**config.mk**
```make
export PLATFORM = sky130hd
export DESIGN_NAME = sprite_blit_scheduler
export DESIGN_NICKNAME = d
export VERILOG_FILES = /design/src/rtl/sprite_blit_scheduler.sv
export SDC_FILE = /design/constraint.sdc
export NUM_CORES = 1
export LEC_CHECK = 0
export ABC_AREA = 1
export ABC_CLOCK_PERIOD_IN_PS = 10350
export CAP_MARGIN = 20
export CORE_ASPECT_RATIO = 2
export CORE_MARGIN = 1
export CORE_UTILIZATION = 30
export DETAILED_ROUTE_END_ITERATION = 8
export MAX_ROUTING_LAYER = met4
export PLACE_DENSITY_LB_ADDON = 0.12
export SLEW_MARGIN = 5
export SYNTH_ARGS = -nofsm -noshare
export SYNTH_HDL_FRONTEND = slang
export SYNTH_SLANG_ARGS = --single-unit
```
**constraint.sdc**
```tcl
create_clock -name Clk50 -period 10.35 [get_ports Clk50]
set_input_delay 2.07 -clock Clk50 [delete_from_list [all_inputs] [get_ports Clk50]]
set_output_delay 2.07 -clock Clk50 [all_outputs]
set_load 0.1 [all_outputs]
```
**src/rtl/sprite_blit_scheduler.sv**
```systemverilog
// Frame render scheduler: clears the back buffer, then blits up to N_OBJ sprites
// in priority order through the single sprite ROM port, swapping buffers on frame_start.
module sprite_blit_scheduler #(
  parameter int N_OBJ = 4,
  parameter int ADDR_W = 18,
  parameter int PIX_W = 4,
  parameter int H_ACTIVE = 640,
  parameter int V_ACTIVE = 480,
  parameter logic [PIX_W-1:0] BG_INDEX = '0,
  parameter logic [PIX_W-1:0] TRANSPARENT = '1
) (
  input  logic                    Clk50,
  input  logic                    Reset,
  input  logic                    frame_start,
  input  logic [N_OBJ-1:0]        obj_valid,
  input  logic [N_OBJ*10-1:0]     obj_x,
  input  logic [N_OBJ*10-1:0]     obj_y,
  input  logic [N_OBJ*8-1:0]      obj_w,
  input  logic [N_OBJ*8-1:0]      obj_h,
  input  logic [N_OBJ*ADDR_W-1:0] obj_base,
  output logic [ADDR_W-1:0]       rom_addr,
  input  logic [PIX_W-1:0]        rom_data,
  output logic                    fb_we,
  output logic [9:0]              fb_x,
  output logic [9:0]              fb_y,
  output logic [PIX_W-1:0]        fb_data,
  output logic                    buffer_select,
  output logic                    busy,
  output logic                    frame_done,
  output logic                    overrun,
  output logic [2:0]              state_dbg_o
);
  localparam int IDX_W = $clog2(N_OBJ + 1);
  localparam logic [9:0]  X_LAST = 10'(H_ACTIVE - 1);
  localparam logic [9:0]  Y_LAST = 10'(V_ACTIVE - 1);
  localparam logic [10:0] X_LIM  = 11'(H_ACTIVE);
  localparam logic [10:0] Y_LIM  = 11'(V_ACTIVE);

  typedef enum logic [2:0] {S_IDLE, S_CLEAR, S_SELECT, S_BLIT, S_DRAIN, S_WAIT} state_t;

  state_t                    state_q, state_d;
  logic [IDX_W-1:0]          obj_i_q, obj_i_d;
  logic [7:0]                px_q, px_d, py_q, py_d;
  logic [ADDR_W-1:0]         rom_addr_q, rom_addr_d;
  logic                      fb_we_q, fb_we_d;
  logic [9:0]                fb_x_q, fb_x_d, fb_y_q, fb_y_d;
  logic [PIX_W-1:0]          fb_data_q, fb_data_d;
  logic                      wr_q, wr_d, inb_q, inb_d;
  logic                      buf_q, buf_d, busy_q, busy_d, done_q, done_d, ovr_q, ovr_d;
  logic [N_OBJ-1:0]          sv_q, sv_d;
  logic [N_OBJ*10-1:0]       sx_q, sx_d, sy_q, sy_d;
  logic [N_OBJ*8-1:0]        sw_q, sw_d, sh_q, sh_d;
  logic [N_OBJ*ADDR_W-1:0]   sb_q, sb_d;

  logic                      cur_v;
  logic [9:0]                cur_x, cur_y;
  logic [7:0]                cur_w, cur_h;
  logic [ADDR_W-1:0]         cur_base;
  logic [10:0]               sum_x, sum_y;

  always_comb begin
    cur_v    = 1'b0;
    cur_x    = '0;
    cur_y    = '0;
    cur_w    = '0;
    cur_h    = '0;
    cur_base = '0;
    for (int k = 0; k < N_OBJ; k++) begin
      if (obj_i_q == IDX_W'(k)) begin
        cur_v    = sv_q[k];
        cur_x    = sx_q[10*k +: 10];
        cur_y    = sy_q[10*k +: 10];
        cur_w    = sw_q[8*k +: 8];
        cur_h    = sh_q[8*k +: 8];
        cur_base = sb_q[ADDR_W*k +: ADDR_W];
      end
    end
    sum_x = {1'b0, cur_x} + {3'b0, px_q};
    sum_y = {1'b0, cur_y} + {3'b0, py_q};
  end

  always_comb begin
    state_d    = state_q;
    obj_i_d    = obj_i_q;
    px_d       = px_q;
    py_d       = py_q;
    rom_addr_d = rom_addr_q;
    fb_we_d    = 1'b0;
    fb_x_d     = fb_x_q;
    fb_y_d     = fb_y_q;
    fb_data_d  = fb_data_q;
    wr_d       = 1'b0;
    inb_d      = inb_q;
    buf_d      = buf_q;
    done_d     = 1'b0;
    ovr_d      = 1'b0;
    sv_d       = sv_q;
    sx_d       = sx_q;
    sy_d       = sy_q;
    sw_d       = sw_q;
    sh_d       = sh_q;
    sb_d       = sb_q;
    case (state_q)
      S_IDLE, S_WAIT: begin
        if (frame_start) begin
          // The first clear write is set up here so (0,0) lands the cycle after frame_start.
          state_d   = S_CLEAR;
          obj_i_d   = '0;
          fb_we_d   = 1'b1;
          fb_x_d    = '0;
          fb_y_d    = '0;
          fb_data_d = BG_INDEX;
          sv_d      = obj_valid;
          sx_d      = obj_x;
          sy_d      = obj_y;
          sw_d      = obj_w;
          sh_d      = obj_h;
          sb_d      = obj_base;
          if (state_q == S_WAIT) buf_d = ~buf_q;
        end
      end
      S_CLEAR: begin
        ovr_d = frame_start;
        if (fb_x_q == X_LAST && fb_y_q == Y_LAST) begin
          state_d = S_SELECT;
        end else begin
          fb_we_d   = 1'b1;
          fb_data_d = BG_INDEX;
          if (fb_x_q == X_LAST) begin
            fb_x_d = '0;
            fb_y_d = fb_y_q + 10'd1;
          end else begin
            fb_x_d = fb_x_q + 10'd1;
          end
        end
      end
      S_SELECT: begin
        ovr_d = frame_start;
        if (obj_i_q == IDX_W'(N_OBJ)) begin
          state_d = S_WAIT;
          done_d  = 1'b1;
        end else if (cur_v && cur_w != 8'd0 && cur_h != 8'd0) begin
          state_d    = S_BLIT;
          px_d       = '0;
          py_d       = '0;
          rom_addr_d = cur_base;
        end else begin
          obj_i_d = obj_i_q + IDX_W'(1);
        end
      end
      S_BLIT: begin
        ovr_d  = frame_start;
        wr_d   = 1'b1;
        fb_x_d = sum_x[9:0];
        fb_y_d = sum_y[9:0];
        inb_d  = (sum_x < X_LIM) && (sum_y < Y_LIM);
        if (px_q == cur_w - 8'd1) begin
          px_d = '0;
          if (py_q == cur_h - 8'd1) begin
            state_d = S_DRAIN;
          end else begin
            py_d       = py_q + 8'd1;
            rom_addr_d = rom_addr_q + ADDR_W'(1);
          end
        end else begin
          px_d       = px_q + 8'd1;
          rom_addr_d = rom_addr_q + ADDR_W'(1);
        end
      end
      S_DRAIN: begin
        ovr_d   = frame_start;
        obj_i_d = obj_i_q + IDX_W'(1);
        state_d = S_SELECT;
      end
      default: state_d = S_IDLE;
    endcase
    busy_d = (state_d == S_CLEAR) || (state_d == S_SELECT) ||
             (state_d == S_BLIT)  || (state_d == S_DRAIN);
  end

  always_ff @(posedge Clk50) begin
    if (Reset) begin
      state_q    <= S_IDLE;
      obj_i_q    <= '0;
      px_q       <= '0;
      py_q       <= '0;
      rom_addr_q <= '0;
      fb_we_q    <= 1'b0;
      fb_x_q     <= '0;
      fb_y_q     <= '0;
      fb_data_q  <= '0;
      wr_q       <= 1'b0;
      inb_q      <= 1'b0;
      buf_q      <= 1'b0;
      busy_q     <= 1'b0;
      done_q     <= 1'b0;
      ovr_q      <= 1'b0;
      sv_q       <= '0;
      sx_q       <= '0;
      sy_q       <= '0;
      sw_q       <= '0;
      sh_q       <= '0;
      sb_q       <= '0;
    end else begin
      state_q    <= state_d;
      obj_i_q    <= obj_i_d;
      px_q       <= px_d;
      py_q       <= py_d;
      rom_addr_q <= rom_addr_d;
      fb_we_q    <= fb_we_d;
      fb_x_q     <= fb_x_d;
      fb_y_q     <= fb_y_d;
      fb_data_q  <= fb_data_d;
      wr_q       <= wr_d;
      inb_q      <= inb_d;
      buf_q      <= buf_d;
      busy_q     <= busy_d;
      done_q     <= done_d;
      ovr_q      <= ovr_d;
      sv_q       <= sv_d;
      sx_q       <= sx_d;
      sy_q       <= sy_d;
      sw_q       <= sw_d;
      sh_q       <= sh_d;
      sb_q       <= sb_d;
    end
  end

  // The ROM already registers its data, so a blit write only qualifies it against transparency.
  assign fb_we         = fb_we_q | (wr_q & inb_q & (rom_data != TRANSPARENT));
  assign fb_data       = wr_q ? rom_data : fb_data_q;
  assign fb_x          = fb_x_q;
  assign fb_y          = fb_y_q;
  assign rom_addr      = rom_addr_q;
  assign buffer_select = buf_q;
  assign busy          = busy_q;
  assign frame_done    = done_q;
  assign overrun       = ovr_q;
  assign state_dbg_o   = state_q;
endmodule

```
==> flow_summary.json, run 1 <==
{
  "outcome": "finished, final reports clean",
  "vdd_drop_max_mv": 0.1088,
  "dr.first_iter.drc_count": 1010,
  "worst_slew_pin_slew_ns": 1.112,
  "hold_viol": 0,
  "hold_class": "reg -> reg",
  "relSlewSlack": 0.2563,
  "crit_path_start": "rom_data[2]",
  "ios": 277,
  "first_global_vias": 15320,
  "period_needed_ns": 6.067,
  "die_x_um": 159.1,
  "cp_max_fo": 2,
  "skew_ns": 0.01897,
  "cpPeakStageDelay_ns": 1.15,
  "yosysSeqAreaShare": 0.3882,
  "grt_overflow": 0,
  "endpoint_kind": "output pin",
  "syn-instance-count": 2246,
  "path_depth": 4,
  "nets": 2704,
  "ys_ff_latch": 287,
  "fin_setup_tns_ns": 0,
  "r2r_start": "obj_i_q[1]$_SDFFE_PP0P_",
  "floorplan.initialDensity": 0.3052,
  "drt_first_pass_iters": 5,
  "drv_slew": 0,
  "synthArstFlopShare": 0,
  "cp_slowest_cell": "clkdlybuf4s50_1",
  "syn-cell-area_mm2": 0.01480,
  "postCtsHoldBufs": 0,
  "dp_hpwl_um": 42010,
  "yosys.area.top_type_share": 0.3882,
  "ys.flop_type": "dfxtp_1",
  "synthTopCellsByArea": "dfxtp_1 39%, nor2_1 13%, o21ai_0 12%, nand2_1 8.8%, inv_1 4.7%",
  "max_cap_viol_count": 0,
  "yosysMostFrequentCell": "nor2_1",
  "fp.dieH_um": 316.1,
  "setup_violations": 0,
  "critPathKind": "in -> out",
  "path_cells": "clkdlybuf4s50_1 > nand2_1 > inv_1 > clkdlybuf4s50_1",
  "portBuffers": 276,
  "min-delay-start": "sb_q[26]$_SDFFE_PP0P_",
  "critPathArrivalTime_ns": 4.00,
  "fmax_mhz": 164.8,
  "reg2reg_depth": 29,
  "post_drt_wl_per_cell_um": 18.42,
  "synth_nets": 2505,
  "timing.critical_path.buf_inv": 3,
  "cp_common_cell": "clkdlybuf4s50_1",
  "post-route-drc-count": 0,
  "rsz0062_at_grt": "no",
  "cts_resized": 0,
  "fp-row-count": 114,
  "hold_path_depth": 2,
  "p_leak_nw": 7.921,
  "finalCritPeriodShare": 0.5862,
  "critPathTopFamily": "buffers and inverters",
  "place_area_mm2": 0.01801,
  "synth_top_area_cell": "dfxtp_1",
  "ant_nets": 0,
  "syn_area_per_cell_um2": 6.590,
  "grt_pass1_wl_um": 87760,
  "grt_usage": 0.2320,
  "clk_pin_slew_ns": 0.07,
  "cts_made_buffers": 29,
  "cts_sinks": 287,
  "synth_common_cells": "505 x nor2_1, 348 x o21ai_0, 346 x nand2_1, 287 x dfxtp_1, 184 x inv_1",
  "clk_latency_ns": 0.58,
  "grt_max_degree": 95,
  "start_kind": "input pin",
  "cp.required_ns": 8.28,
  "cts_setup_buffers": 0,
  "cts_tree": "built",
  "holdPathEnd": "sb_q[26]$_SDFFE_PP0P_",
  "rrSetupSlack_ns": 5.43,
  "htree_levels": 1,
  "clockBufferDepth": 3,
  "synthToLayoutAreaGrowth_pct": 29.62,
  "place.gp.congestion": 0.8648,
  "vias": 15320,
  "grt_antenna_before_repair": 1,
  "cellPowerDensity_mw_per_mm2": 164.3,
  "viasPerCell": 4.932,
  "drive_gt1_frac": 0.05270,
  "die_area_mm2": 0.05029,
  "synth-edff-count": 0,
  "wirelength_um": 57200,
  "cts-root-buf": "clkbuf_16",
  "yosys_warnings": 0,
  "synth_cell_types": 49,
  "r2r-end": "inb_q$_SDFFE_PP0P_",
  "postLayoutCellArea_mm2": 0.01919,
  "core-area_mm2": 0.04850
}
==> kinds of logic (layout without fill, tap and decap cells) <==
kind of cell	after synthesis	count (layout)	share of synthesized area
fa+ha+maj	32	32	0.02806
other cells	0	1	0
xor+xnor	22	22	0.01302
flops	287	287	0.3882
compound gates	533	533	0.1922
simple gates	1048	1048	0.2926
buf+inv	324	545	0.08597
==> flip-flops by register name (all words and copies together) (netlist names) <==
signal and flops:
buffer_select 1, busy 1, fb_we_q 1, fb_y 10
overrun 1, sw_q 32, py_q 8, frame_done 1
state_dbg_o 3, sb_q 72, inb_q 1, px_q 8
obj_i_q 3, sv_q 4, sh_q 32, wr_q 1
sx_q 40, rom_addr 18, sy_q 40, fb_x 10
==> layer usage <==
layer  GRT usage  up-vias  wire, um
met2      0.4134      434     28680
met4      0.1099        0      2730
met1      0.2528     7066     22980
met5           -        -         0
li1            -     7706         -
met3     0.03375      112      2813
==> cells in the final DEF (no fill, tap or decap), drive strengths merged, types with 18 or more instances in the layout <==
cell type	n
dfxtp	287
clkdlybuf4s50	276
nand3	109
o211ai	18
a21oi	105
a31oi	30
nor2	515
ha	30
nand2	355
nor3	23
nand4	18
inv	197
buf	21
clkbuf	33
o21ai	352
==> worst min-delay path, delay by kind of cell (launching register included) <==
family                 cells  cell delay (ns)
AOI/OAI and AO/OA          1             0.05
buffers and inverters      1             0.05
DFF                        1             0.30
==> metrics by stage <==
step                utilization  hold slack (ns)  worst slack, ns  instances  power (mW)
floorplan                     -           0.4245            5.582       2246       1.619
CTS                      0.3956           0.4517            4.263       3105       3.192
global placement         0.3713           0.4364            4.279       3052       1.864
global route             0.3956           0.4658            4.237       3106       3.303
finish                   0.3956           0.4474            4.283       3106       3.151
detailed placement       0.3713           0.4419            4.264       3052       1.871
==> power breakdown <==
part | switching (mW) | internal [mW] | leakage [nW]
Clock | 0.493 | 0.817 | 0.571
Sequential | 0.0450 | 1.19 | 2.37
Combinational | 0.388 | 0.221 | 4.98
==> final cells by class <==
class | instances | area [um^2]
fillers | 5245 | 29310
multi-input cells | 1635 | 7801
flip-flops and latches | 287 | 5746
repair buffers | 297 | 2920
well taps | 638 | 798.3
clock buffers | 33 | 780.7
inverters | 195 | 742.0
clock inverters | 20 | 395.4
diodes | 1 | 2.502
==> worst max path at each step <==
stage / endpoint / slack, ns
after CTS: fb_data[2] / 4.26
after floorplan: fb_data[0] / 5.58
after global routing: fb_data[2] / 4.24
after detailed placement: fb_data[2] / 4.26
after global placement: fb_data[2] / 4.28
final: fb_data[2] / 4.28
(Power assumes the default switching activity.)
==> run 2, diff against run 1 <==
ABC_CLOCK_PERIOD_IN_PS = 5400   (was 10350)
clock period = 5.4 ns   (was 10.35 ns; I/O delays follow)
==> flow_summary.json, run 2 (same netlist as run 1, synthesis figures left out) <==
{
  "outcome": "finished, final reports clean",
  "cp.required_ns": 5.87,
  "fmax_mhz": 237.3,
  "wirelength_um": 58000,
  "p_leak_nw": 7.908,
  "layout_common_cells": "504 x nor2_1, 348 x o21ai_0, 345 x nand2_1",
  "vdd_drop_max_mv": 0.2307,
  "drt_first_pass_iters": 5,
  "wl_met3_um": 2774,
  "cts_sinks": 287,
  "whs_ns": 0.4529,
  "max_cap_viol_count": 0,
  "cts_tree": "built",
  "die_x_um": 159.1,
  "regMostFlops": "sb_q",
  "critPathArrivalTime_ns": 4.69,
  "fp.dieH_um": 316.1,
  "dp.cells": 3057,
  "relSlewSlack": 0.2597,
  "finalNonFillerCells": 3112,
  "nets": 2710,
  "postLayoutCellArea_mm2": 0.01914,
  "post-route-util": 0.3947,
  "largest_reg_flops": 72,
  "setup_violations": 0,
  "synthToLayoutAreaGrowth_pct": 29.31,
  "fp-row-count": 114,
  "grt_max_degree": 212,
  "finalCritPeriodShare": 0.7805,
  "cp_max_fo": 20,
  "cts_made_buffers": 30,
  "maxUsedRoutingLayer": "met4",
  "drive_gt1_frac": 0.05540,
  "postCtsHoldBufs": 0,
  "wl_met2_um": 29950,
  "hold_viol": 0,
  "cts-root-buf": "clkbuf_16",
  "hold_class": "reg -> reg",
  "place_ws_ns": 1.207,
  "post_drt_wl_per_cell_um": 18.64,
  "vias": 15270,
  "ios": 277,
  "timing.critical_path.buf_inv": 4,
  "grt_overflow": 0,
  "wl_met1_um": 22600,
  "critPathTopFamily": "simple AND/OR/NAND/NOR gates",
  "grt_antenna_before_repair": 1,
  "clockBufferDepth": 3,
  "htree_levels": 1,
  "viasPerCell": 4.906,
  "fin_setup_tns_ns": 0,
  "skew_ns": 0.01001,
  "cellPowerDensity_mw_per_mm2": 304.1,
  "dp_hpwl_um": 43690,
  "place_area_mm2": 0.01806,
  "start_kind": "flop",
  "cp_common_cell": "nand2_1",
  "n_fill_cell": 5216,
  "reg.largest.list": "sb_q x72, sx_q x40, sy_q x40",
  "cts_resized": 0,
  "clk_pin_slew_ns": 0.07,
  "p_total_mw": 5.820,
  "dr.first_iter.drc_count": 939,
  "grt_usage": 0.2343,
  "die_area_mm2": 0.05029,
  "final_common_cell": "nor2_1",
  "fin_ws_ns": 1.185,
  "core-area_mm2": 0.04850,
  "worst_slew_pin_slew_ns": 1.107,
  "period_needed_ns": 4.215,
  "endpoint_kind": "flop",
  "place.gp.congestion": 0.8821,
  "ant_nets": 0,
  "portBuffers": 276,
  "critPathKind": "reg -> reg",
  "first_global_vias": 15400,
  "drv_slew": 0,
  "cp_slowest_cell": "nor2_4",
  "cpPeakStageDelay_ns": 0.59,
  "floorplan.initialDensity": 0.3052,
  "clk_latency_ns": 0.58,
  "grt_pass1_wl_um": 88530,
  "cts_setup_buffers": 0,
  "post-route-drc-count": 0,
  "rsz0062_at_grt": "no"
}
==> run 2: cell types whose count changed in the layout (fill, tap and decap cells not counted) <==
cell / change
buf_12: +2
bufinv_16: -6
buf_4: +5
clkinv_2: +4
clkbuf_8: +1
clkbuf_16: +2
clkinvlp_4: +2
clkdlybuf4s50_1: -2
clkbuf_1: +1
inv_6: -3
==> run 2: cell type report <==
| type | instances | area, um^2 | area share |
|---|---|---|---|
| clock inverters | 17 | 224.0 | 0.01170 |
| repair buffers | 302 | 2978 | 0.1556 |
| clock buffers | 37 | 848.3 | 0.04432 |
| inverters | 195 | 742.0 | 0.03877 |
| flip-flops and latches | 287 | 5746 | 0.3002 |
| diodes | 1 | 2.502 | 0.0001307 |
| multi-input cells | 1635 | 7801 | 0.4076 |
| well taps | 638 | 798.3 | 0.04171 |
==> run 2: layer usage <==
layer / vias up / global-route usage
li1: 7722 / -
met1: 7005 / 0.2465
met2: 427 / 0.4311
met3: 113 / 0.03205
met4: 0 / 0.1082
met5: - / -
==> run 2: path summary, 6_finish.rpt <==
| path | start | to | slack [ns] | depth (start not counted) |
|---|---|---|---|---|
| max reg2reg | obj_i_q[1]$_SDFFE_PP0P_ | inb_q$_SDFFE_PP0P_ | 1.19 | 25 |
| min | sy_q[29]$_SDFFE_PP0P_ | sy_q[29]$_SDFFE_PP0P_ | 0.45 | 2 |
| max | obj_i_q[1]$_SDFFE_PP0P_ | inb_q$_SDFFE_PP0P_ | 1.19 | 25 |
| min reg2reg | sy_q[29]$_SDFFE_PP0P_ | sy_q[29]$_SDFFE_PP0P_ | 0.45 | 2 |
==> run 2: report_power, final <==
part           leakage (nW)  switching (mW)  internal (mW)
sequential             2.37          0.0957           2.28
clock                 0.522           0.935           1.35
combinational          5.02           0.733          0.432
==> run 2: worst register-to-register path: cells and delay by family, from the launching register on <==
kind | cells | cell delay [ns]
buffers and inverters | 4 | 0.59
AOI/OAI and AO/OA | 3 | 0.43
adders and majority gates | 3 | 0.79
DFF | 1 | 0.33
and+or+nand+nor | 15 | 1.96
==> run 3, diff against run 2 <==
ABC_CLOCK_PERIOD_IN_PS = 3900   (was 5400)
clock period = 3.9 ns   (was 5.4 ns; I/O delays follow)
==> flow_summary.json, run 3 (same netlist as run 1, synthesis figures left out) <==
{
  "outcome": "finished, final reports clean",
  "vdd_drop_max_mv": 0.2714,
  "ant_nets": 0,
  "place.gp.congestion": 0.9011,
  "fmax_mhz": 283.2,
  "cpPeakStageDelay_ns": 0.37,
  "clk_latency_ns": 0.59,
  "reg.largest.list": "sb_q x72, sx_q x40, sy_q x40",
  "ios": 277,
  "relSlewSlack": 0.2828,
  "endpoint_kind": "flop",
  "critPathArrivalTime_ns": 4.06,
  "start_kind": "flop",
  "core-area_mm2": 0.04850,
  "cp.required_ns": 4.43,
  "cellPowerDensity_mw_per_mm2": 418.6,
  "drive_gt1_frac": 0.06648,
  "power.switching_mw": 2.474,
  "post-route-drc-count": 0,
  "critPathTopFamily": "simple AND/OR/NAND/NOR gates",
  "max_cap_viol_count": 0,
  "clkPwrFrac": 0.390,
  "skew_ns": 0.01882,
  "multi_input_area_mm2": 0.007831,
  "grt_overflow": 0,
  "clockBufferDepth": 3,
  "critPathKind": "reg -> reg",
  "cts-root-buf": "clkbuf_16",
  "die_area_mm2": 0.05029,
  "synthToLayoutAreaGrowth_pct": 30.94,
  "n_fill_cell": 5217,
  "grt_antenna_before_repair": 2,
  "fp.dieH_um": 316.1,
  "cts_made_buffers": 29,
  "cp_slowest_cell": "dfxtp_1",
  "grt_max_degree": 205,
  "p_comb_frac": 0.205,
  "fin_setup_tns_ns": 0,
  "drt_first_pass_iters": 5,
  "regMostFlops": "sb_q",
  "cts_tree": "built",
  "cts_sinks": 287,
  "fp-row-count": 114,
  "first_global_vias": 15530,
  "p_leak_nw": 8.030,
  "period_needed_ns": 3.532,
  "post_drt_wl_per_cell_um": 18.84,
  "drv_slew": 0,
  "p_int_mw": 5.639,
  "clk_pin_slew_ns": 0.07,
  "grt_usage": 0.2380,
  "wirelength_um": 59090,
  "dp_hpwl_um": 45170,
  "portBuffers": 276,
  "swShare": 0.3049,
  "nets": 2733,
  "viasPerCell": 4.892,
  "vias": 15340,
  "layout_common_cells": "504 x nor2_1, 347 x o21ai_0, 344 x nand2_1",
  "cp_max_fo": 48,
  "worst_slew_pin_slew_ns": 1.072,
  "grt_pass1_wl_um": 89460,
  "hold_viol": 0,
  "setup_violations": 0,
  "rrSetupSlack_ns": 0.37,
  "p_total_mw": 8.113,
  "final_common_cell": "nor2_1",
  "dr.first_iter.drc_count": 841,
  "rsz0062_at_grt": "yes",
  "timing.critical_path.buf_inv": 3,
  "path_cells": "ha_1 > ha_2 > buf_12 > nand2_1 > nand2_1 > inv_1 > ha_1 > xor2_1 > nand2_1 > nor2_1 > nand3_1 > a21oi_1 > nand2_1 > nor2_2 > nand2_2 > nand2_4 > o21ai_2 > nand2_1 > inv_1 > nor2_1",
  "htree_levels": 1,
  "finalCritPeriodShare": 0.9055,
  "seq_area_mm2": 0.005747,
  "die_x_um": 159.1,
  "largest_reg_flops": 72,
  "floorplan.initialDensity": 0.3052,
  "pwr-share-seq": 0.405,
  "cp_common_cell": "nand2_1",
  "hold_class": "reg -> reg"
}
==> run 3: cell types whose count changed in the layout (fill, tap and decap cells not counted), sizes merged <==
cell	before	now
clkdlybuf4s50	274	270
buf	28	55
clkbuf	37	33
inv	194	195
clkinvlp	4	6
clkinv	9	8
o21ai	352	353
bufinv	5	7
==> run 3: final timing paths <==
path	startpoint	endpoint	depth (start not counted)
worst min-delay path	sb_q[24]$_SDFFE_PP0P_	sb_q[24]$_SDFFE_PP0P_	2
worst min register to register	sb_q[24]$_SDFFE_PP0P_	sb_q[24]$_SDFFE_PP0P_	2
worst max-delay path	obj_i_q[1]$_SDFFE_PP0P_	rom_addr[15]$_SDFFE_PP0P_	20
worst max register to register	obj_i_q[1]$_SDFFE_PP0P_	rom_addr[15]$_SDFFE_PP0P_	20
==> run 3: area by class of cell <==
class,instances,share of cell area
well taps,638,0.04119
flip-flops and latches,287,0.2965
inverters,195,0.03848
clock buffers,33,0.03873
diodes,1,0.0001291
multi-input cells,1636,0.4041
repair buffers,325,0.1653
clock inverters,21,0.01562
==> run 3: stage by stage <==
stage | util | std cells | hold slack [ns] | cell area [um^2] | setup slack (ns)
after floorplan | - | 2246 | 0.4245 | 14800 | 0.04183
after global placement | 0.3755 | 3073 | 0.4348 | 18210 | 0.1944
after detailed placement | 0.3755 | 3073 | 0.4407 | 18210 | 0.1559
after CTS | 0.3973 | 3127 | 0.4496 | 19270 | 0.1440
after global routing | 0.3996 | 3136 | 0.4653 | 19380 | -0.004989
final | 0.3996 | 3136 | 0.4486 | 19380 | 0.3684
==> run 3: power groups by stage <==
stage	combinational [mW]	sequential, mW	clock [mW]
2_1_floorplan	0.904	3.39	0
3_3_place_gp	1.65	3.35	0
3_5_place_dp	1.66	3.35	0
4_1_cts	1.66	3.29	3.24
5_1_grt	1.85	3.31	3.35
6_report	1.66	3.29	3.16
==> run 3: worst reg2reg max path: stages (launching register included) <==
cell	delay, ns
dfxtp_1	0.37
ha_1	0.17
ha_2	0.24
buf_12	0.29
nand2_1	0.18
nand2_1	0.16
inv_1	0.08
ha_1	0.31
xor2_1	0.15
nand2_1	0.06
nor2_1	0.08
nand3_1	0.07
a21oi_1	0.24
nand2_1	0.11
nor2_2	0.23
nand2_2	0.10
nand2_4	0.15
o21ai_2	0.22
nand2_1	0.14
inv_1	0.04
nor2_1	0.08
==> run 3: metal layers <==
| layer | up-vias | part of all wire | routed length (um) | global-route usage |
|---|---|---|---|---|
| li1 | 7775 | - | - | - |
| met4 | 0 | 0.040 | 2358 | 0.09987 |
| met1 | 7074 | 0.38 | 22400 | 0.2442 |
| met3 | 90 | 0.044 | 2599 | 0.02838 |
| met2 | 403 | 0.54 | 31740 | 0.4532 |
| met5 | - | 0 | 0 | - |
==> run 3: timing repair <==
| item | CTS | global route |
|---|---|---|
| buffers inserted | 0 | 7 |
| hold buffers | 0 | 0 |
| gates resized for setup | 0 | 9 |
| endpoints found under the setup margin | 0 | 35 |
